[config.mk]
export PLATFORM = sky130hd
export DESIGN_NAME = csel_sub_pipe
export DESIGN_NICKNAME = d
export VERILOG_FILES = /design/src/rtl/csel_sub_pipe.sv
export SDC_FILE = /design/constraint.sdc
export NUM_CORES = 1
export LEC_CHECK = 0
export CORE_ASPECT_RATIO = 1.2
export CORE_MARGIN = 2
export CORE_UTILIZATION = 53
export CTS_CLUSTER_DIAMETER = 80
export DETAILED_ROUTE_END_ITERATION = 7
export PLACE_DENSITY_LB_ADDON = 0.2
export SETUP_SLACK_MARGIN = 0.02
export SLEW_MARGIN = 40
export SYNTH_ARGS = -nofsm -noshare
export SYNTH_HDL_FRONTEND = slang
export SYNTH_SLANG_ARGS = --single-unit
[constraint.sdc]
create_clock -name clk -period 5.2 [get_ports clk]
set_clock_uncertainty 0.2 [all_clocks]
set_input_delay 0.52 -clock clk [delete_from_list [all_inputs] [get_ports clk]]
set_output_delay 0.52 -clock clk [all_outputs]
set_load 0.01 [all_outputs]
[src/rtl/csel_sub_pipe.sv]
// Two-stage pipelined carry-select subtractor: diff = a - b - bin, with borrow-out and signed overflow.
// Stage 1 resolves the low half and both speculative upper halves; stage 2 selects the upper half.
module csel_sub_pipe #(
    parameter int WIDTH = 32,
    parameter int BLK   = 4
) (
    input  logic             clk,
    input  logic             rst_n,
    input  logic             in_valid,
    output logic             in_ready,
    input  logic [WIDTH-1:0] a,
    input  logic [WIDTH-1:0] b,
    input  logic             bin,
    output logic             out_valid,
    input  logic             out_ready,
    output logic [WIDTH-1:0] diff,
    output logic             bout,
    output logic             ovf
);

    localparam int HALF = WIDTH / 2;
    localparam int NBLK = HALF / BLK;

    logic [WIDTH-1:0]  bn;
    logic [WIDTH-1:0]  psum0;
    logic [WIDTH-1:0]  psum1;
    logic [2*NBLK-1:0] pc0;
    logic [2*NBLK-1:0] pc1;

    logic [HALF-1:0] lo_sum;
    logic [HALF-1:0] hi_sum0;
    logic [HALF-1:0] hi_sum1;
    logic            lo_c;
    logic            hi_c0;
    logic            hi_c1;

    logic            s1_valid;
    logic [HALF-1:0] s1_lo;
    logic            s1_lc;
    logic [HALF-1:0] s1_hi0;
    logic [HALF-1:0] s1_hi1;
    logic            s1_hc0;
    logic            s1_hc1;
    logic            s1_am;
    logic            s1_bm;

    logic            s1_adv;
    logic            s2_adv;
    logic [HALF-1:0] hi_sel;
    logic            c_sel;

    assign bn = ~b;

    // Every BLK-wide slice computes its sum for both possible carry-ins up front.
    for (genvar k = 0; k < 2*NBLK; k++) begin : g_blk
        logic [BLK:0] r0;
        logic [BLK:0] r1;
        assign r0 = {1'b0, a[k*BLK +: BLK]} + {1'b0, bn[k*BLK +: BLK]};
        assign r1 = r0 + (BLK+1)'(1);
        assign psum0[k*BLK +: BLK] = r0[BLK-1:0];
        assign psum1[k*BLK +: BLK] = r1[BLK-1:0];
        assign pc0[k] = r0[BLK];
        assign pc1[k] = r1[BLK];
    end

    // Carry chains: the low half is driven by ~bin, the upper half is evaluated for both carry-ins.
    always_comb begin
        logic c;
        logic c0;
        logic c1;
        lo_sum  = '0;
        hi_sum0 = '0;
        hi_sum1 = '0;
        c  = ~bin;
        c0 = 1'b0;
        c1 = 1'b1;
        for (int k = 0; k < NBLK; k++) begin
            lo_sum[k*BLK +: BLK]  = c  ? psum1[k*BLK +: BLK] : psum0[k*BLK +: BLK];
            hi_sum0[k*BLK +: BLK] = c0 ? psum1[(NBLK+k)*BLK +: BLK] : psum0[(NBLK+k)*BLK +: BLK];
            hi_sum1[k*BLK +: BLK] = c1 ? psum1[(NBLK+k)*BLK +: BLK] : psum0[(NBLK+k)*BLK +: BLK];
            c  = c  ? pc1[k] : pc0[k];
            c0 = c0 ? pc1[NBLK+k] : pc0[NBLK+k];
            c1 = c1 ? pc1[NBLK+k] : pc0[NBLK+k];
        end
        lo_c  = c;
        hi_c0 = c0;
        hi_c1 = c1;
    end

    assign s2_adv   = ~out_valid | out_ready;
    assign s1_adv   = ~s1_valid | s2_adv;
    assign in_ready = s1_adv;

    always_ff @(posedge clk) begin
        if (!rst_n) begin
            s1_valid <= 1'b0;
            s1_lo    <= '0;
            s1_lc    <= 1'b0;
            s1_hi0   <= '0;
            s1_hi1   <= '0;
            s1_hc0   <= 1'b0;
            s1_hc1   <= 1'b0;
            s1_am    <= 1'b0;
            s1_bm    <= 1'b0;
        end else if (s1_adv) begin
            s1_valid <= in_valid;
            if (in_valid) begin
                s1_lo  <= lo_sum;
                s1_lc  <= lo_c;
                s1_hi0 <= hi_sum0;
                s1_hi1 <= hi_sum1;
                s1_hc0 <= hi_c0;
                s1_hc1 <= hi_c1;
                s1_am  <= a[WIDTH-1];
                s1_bm  <= b[WIDTH-1];
            end
        end
    end

    assign hi_sel = s1_lc ? s1_hi1 : s1_hi0;
    assign c_sel  = s1_lc ? s1_hc1 : s1_hc0;

    // Output registers only reload on a real result, so they stay put while idle or stalled.
    always_ff @(posedge clk) begin
        if (!rst_n) begin
            out_valid <= 1'b0;
            diff      <= '0;
            bout      <= 1'b0;
            ovf       <= 1'b0;
        end else if (s2_adv) begin
            out_valid <= s1_valid;
            if (s1_valid) begin
                diff <= {hi_sel, s1_lo};
                bout <= ~c_sel;
                ovf  <= (s1_am != s1_bm) && (hi_sel[HALF-1] != s1_am);
            end
        end
    end

endmodule

## After elaboration in Yosys (flattened, before gate mapping)

Index checks and enable logic that the tools add are counted.
W data, S select, Z words.

| cells by class | value |
|---|---|
| add/sub/neg operators | 16 |
| eq/ne operators | 2 |
| mux-type cells | 22 |
| bitwise gates (word level) | 6 |
| reduce and logical (&&, ||, !) cells | 3 |

Operators with widths:

| kind | number |
|---|---|
| $add A4 B4 Y5 | 8 |
| $add A5 B1 Y5 const B | 8 |
| $mux W4 | 10 |
| $not A32 Y32 | 1 |
| $mux W16 | 1 |
| $mux W1 | 11 |
| $reduce_and A2 Y1 | 2 |
| $not A1 Y1 | 3 |
| $ne A1 B1 Y1 | 2 |
| $or A1 B1 Y1 | 2 |
| $logic_and A1 B1 Y1 | 1 |

| word-level totals | value |
|---|---|
| register bits after elaboration | 89 |
| bits of input ports | 69 |
| output and inout bits | 36 |
| logic and storage cells | 62 |

## Logic depth before layout (Yosys ltp)

| logic depth | value |
|---|---|
| word-level depth | 7 |
| gate-level depth with buffers | 15 |
| gate-level depth less buffers | 14 |

## Worst setup path after synthesis

No wires, ideal clock.

| timing path | value |
|---|---|
| path kind | input to register |
| start | input b[16] |
| end | register s1_hi1[15] |
| setup time | 0.091 ns |
| arrival time | 3.509 ns |
| required time | 4.909 ns |
| slack | 1.401 ns |
| cell stages on the path | 13 |
| buffers on the path | 1 |
| path through | inv_1 ha_1 inv_1 fa_1 xor2_1 nor3b_1 o31ai_4 xor2_2 or4_4 and3_4 buf_6 or4_1 a311oi_1 |

| on the way | value |
|---|---|
| longest elaborated chain between the ends | 6 |

Ends and longest elaborated chain:

| what | RTL line | text |
|---|---|---|
| start: declaration | 12 | `input logic [WIDTH-1:0] b,` |
| $not A32 Y32 | 52 | `assign bn = ~b;` |
| $add A4 B4 Y5 | 58 | `assign r0 = {1'b0, a[k*BLK +: BLK]} + {1'b0, bn[k*BLK +: BLK]};` |
| $add A5 B1 Y5 | 59 | `assign r1 = r0 + (BLK+1)'(1);` |
| $mux W1 (2 in series) | 83 | `c1 = c1 ? pc1[NBLK+k] : pc0[NBLK+k];` |
| $mux W4 | 80 | `hi_sum1[k*BLK +: BLK] = c1 ? psum1[(NBLK+k)*BLK +: BLK] : psum0[(NBLK+k)*BLK +: BLK];` |
| end signal: assignment | 111 | `s1_hi1 <= hi_sum1;` |
| end: declaration | 41 | `logic [HALF-1:0] s1_hi1;` |

Every way passes these cells.
A chain may end at the register's enable or synchronous reset.

## Worst setup path after layout

| timing path | value |
|---|---|
| start | input b[0] |
| end | register s1_lo[15] |

| on the way | value |
|---|---|
| longest elaborated chain between the ends | 7 |

Ends and longest elaborated chain:

| what | RTL line | text |
|---|---|---|
| $not A32 Y32 * | 52 |  |
| $add A4 B4 Y5 * | 58 |  |
| $add A5 B1 Y5 | 59 |  |
| $mux W1 * (3 in series) | 81 | `c = c ? pc1[k] : pc0[k];` |
| $mux W4 * | 78 | `lo_sum[k*BLK +: BLK] = c ? psum1[k*BLK +: BLK] : psum0[k*BLK +: BLK];` |
| end signal: assignment | 108 | `s1_lo <= lo_sum;` |
| end: declaration | 38 | `logic [HALF-1:0] s1_lo;` |

Mark *: on every way between the ends. The rest lies on a longest branch, timed or not.

==> load_flow_metrics.sql <==
INSERT INTO impl_metrics (metric_group, metric, value, unit) VALUES
('clocking', 'cts_htree_levels', '3', ''),
('placement', 'hpwlAfterDp', '8.854', 'mm'),
('critical_path', 'crit-reg2reg-launch', 'out_valid$_SDFFE_PN0P_', ''),
('critical_path', 'timing.critical_path.slowest_stage_cell', 'or4_1', ''),
('cells_and_area', 'syn2layout_area_growth', '27.56', '%'),
('critical_path', 'timing.critical_path.arrival', '4.26', 'ns'),
('die', 'io-pin-count', '105', ''),
('cells_and_area', 'final_nets', '870', ''),
('power_and_ir_drop', 'vdd.ir_drop.worst', '0.1689', 'mV'),
('die', 'initial_core_util', '54.39', '%'),
('drt', 'drt_drc_violations_left', '0', ''),
('timing', 'timing.final.crit_period', '4.238', 'ns'),
('logic_synthesis', 'synth.ff_latch_count', '89', ''),
('logic_synthesis', 'synth_enable_flop_cells', '0', ''),
('logic_synthesis', 'dominantRegCellSynth', 'dfxtp_1', ''),
('die', 'die_height', '115.0', 'um'),
('timing', 'setup-violations-final', '0', ''),
('critical_path', 'crit_type', 'in -> reg', ''),
('job', 'max-cap-violations', '0', ''),
('grt', 'grt_antenna_before_repair', '0', ''),
('critical_path', 'series_of_cell_instances_along_the_critical_path', 'clkdlybuf4s50_1, inv_1, ha_1, inv_1, fa_1, inv_1, ha_1, nor2b_1, a21oi_1, a31oi_1, a311oi_2, xnor2_2, a31oi_1, or4_1, a311oi_1', ''),
('hold_path', 'worstHoldPathCells', '2', ''),
('drt', 'avgRoutedWirePerCell', '13.03', 'um'),
('timing', 'final.period_utilization', '81.49', '%'),
('grt', 'grt_first_pass_wirelength', '19.47', 'mm'),
('timing', 'worst_slew_margin_relative_to_its_limit', '49.91', '%'),
('die', 'core_region_area', '10010', 'sq um'),
('hold_path', 'worst_min_delay_path_startpoint', 's1_lo[6]$_SDFFE_PN0P_', ''),
('timing', 'timing.fmax', '236.0', 'MHz'),
('logic_synthesis', 'postSynthAreaPerCell', '8.162', 'sq um'),
('drt', 'route.antenna.remaining_nets', '0', ''),
('clocking', 'cts_made_buffers', '9', ''),
('logic_synthesis', 'yosys_warnings', '0', ''),
('die', 'floorplan.die_area', '11100', 'sq um'),
('logic_synthesis', 'synth_sequential_area_ratio', '32.73', '%'),
('grt', 'grt_use_total', '21.69', '%'),
('clocking', 'clkLatencyLatePin', '0.33', 'ns'),
('drt', 'detailed_router_iteration_count_before_antenna_repair', '4', ''),
('critical_path', 'worst-endpoint-required', '5.22', 'ns'),
('critical_path', 'kind_of_start_point_of_the_critical_path', 'primary input', ''),
('clocking', 'clk_transition_reported_paths', '0.06', 'ns'),
('critical_path', 'critical-path-max-stage-delay', '0.56', 'ns'),
('cells_and_area', 'final_cell_count_no_fill', '884', ''),
('timing', 'total_negative_slack', '0', 'ns'),
('clocking', 'cts_setup_buffers', '0', ''),
('power_and_ir_drop', 'power', '0.002061', 'W'),
('logic_synthesis', 'ys_async_sr_fraction', '0', '%'),
('timing', 'rsz_0062_raised_after_global_routing', 'false', ''),
('clocking', 'tritoncts', 'done', ''),
('run_status', 'result_of_the_run', 'completed', ''),
('clocking', 'library_cell_used_as_clock_root_buffer', 'clkbuf_16', ''),
('placement', 'numPlacedInstances', '868', ''),
('cells_and_area', 'final_layout_size_suffix_gt1_share', '4.222', '%'),
('drt', 'via_count', '4837', ''),
('grt', 'overflow', '0', ''),
('drt', 'drtIter0Drc', '133', ''),
('power_and_ir_drop', 'power-per-cell-area', '296.8', 'nW/um^2'),
('clocking', 'ctsHoldBuffers', '0', ''),
('timing', 'hold_slack', '0.2511', 'ns'),
('logic_synthesis', 'yosysUniqueCellTypes', '57', ''),
('critical_path', 'path_max_fanout', '9', ''),
('logic_synthesis', 'synth_area', '5444', 'sq um'),
('die', 'die_w', '96.52', 'um'),
('placement', 'globalplace.congestion', '0.8347', ''),
('timing', 'tightest_slew', '0.7325', 'ns'),
('clocking', 'cts_repair_resize_count', '0', ''),
('cells_and_area', 'layout_common_cells', 'clkdlybuf4s50_1 (104), dfxtp_1 (88), nor2_1 (69), inv_1 (68), nand2_1 (67)', ''),
('die', 'site_rows', '40', ''),
('critical_path', 'rrSetupSlack', '2.78', 'ns'),
('logic_synthesis', 'syn_inst', '667', ''),
('timing', 'final-hold-violation-count', '0', '');
==> cells by family after synthesis <==
kind of cell,synth area share [%]
flip-flops,32.73
XOR/XNOR,7.516
multiplexers,4.068
AO/OA/AOI/OAI,18.36
AND/OR/NAND/NOR,17.93
adder cells (fa/ha/maj),12.14
buffers and inverters,7.262
==> sequential cells by signal, indices dropped and copies added (netlist names) <==
signal,count
s1_valid,1
out_valid,1
s1_hc0,1
s1_lo,16
s1_hc1,1
s1_hi1,16
s1_hi0,16
ovf,1
s1_bm,1
diff,32
bout,1
s1_lc,1
s1_am,1
==> layout make-up <==
class                      instances  area [sq um]
sequential                        89          1783
clock inverter                     4         97.59
multi-input combinational        475          3277
tap                              126         157.7
fill                             818          3065
timing repair buffer             108          1099
clock buffer                      12         266.5
inverter                          70         264.0
==> power by group <==
part           switching [W]  total [W]  internal, W
sequential         0.0000348   0.000776     0.000742
combinational       0.000273   0.000523     0.000250
clock               0.000252   0.000761     0.000509
==> layer usage <==
| layer | vias up | part of all wire (%) | global-route usage [%] |
|---|---|---|---|
| li1 | 2459 | - | - |
| met1 | 2249 | 42 | 25.28 |
| met2 | 109 | 53 | 39.58 |
| met3 | 20 | 3.3 | 2.687 |
| met4 | 0 | 1.6 | 8.826 |
| met5 | - | 0 | 0 |
==> synthesized netlist by cell type (8+ instances only) <==
library cell	instances	area [sq um]
dfxtp_1	89	1782
nor2_1	69	259.0
inv_1	68	255.2
nand2_1	67	251.5
a21oi_1	52	260.3
ha_1	40	500.5
a211oi_1	39	292.8
clkbuf_1	29	108.9
xnor2_1	29	254.0
mux2i_1	21	210.2
o21ai_0	19	95.09
nand3_1	17	85.08
xor2_1	14	122.6
nor2b_1	10	62.56
a21o_1	9	67.56
a311oi_1	8	70.07
fa_1	8	160.2
==> critical path, delay by kind of cell <==
family | cells | cell delay (ns)
and+or+nand+nor | 2 | 0.82
xor gates and xnor gates | 1 | 0.40
adders and majority gates | 3 | 0.76
buffers and inverters | 4 | 0.65
AOI/OAI and AO/OA | 5 | 1.10
==> per-stage QoR <==
step | area [sq um] | worst slack [ns] | utilization (%)
after global placement | 6534 | 0.8668 | 65.28
after detailed placement | 6579 | 0.6376 | 65.73
after floorplan | 5444 | 1.401 | -
final | 6944 | 0.9624 | 69.38
after CTS | 6943 | 0.9751 | 69.36
after global routing | 6944 | 0.5676 | 69.38
==> how the worst max path moves through the flow <==
stage           from                      end  slack (ns)  cells past startpoint
2_1_floorplan  b[16]  s1_hi1[15]$_SDFFE_PN0P_        1.40                     13
3_3_place_gp    b[0]   s1_lo[15]$_SDFFE_PN0P_        0.87                     15
3_5_place_dp    b[0]   s1_lo[15]$_SDFFE_PN0P_        0.64                     15
4_1_cts         b[0]   s1_lo[15]$_SDFFE_PN0P_        0.98                     15
5_1_grt         b[0]   s1_lo[15]$_SDFFE_PN0P_        0.57                     15
6_report        b[0]   s1_lo[15]$_SDFFE_PN0P_        0.96                     15
(Power assumes the default switching activity.)
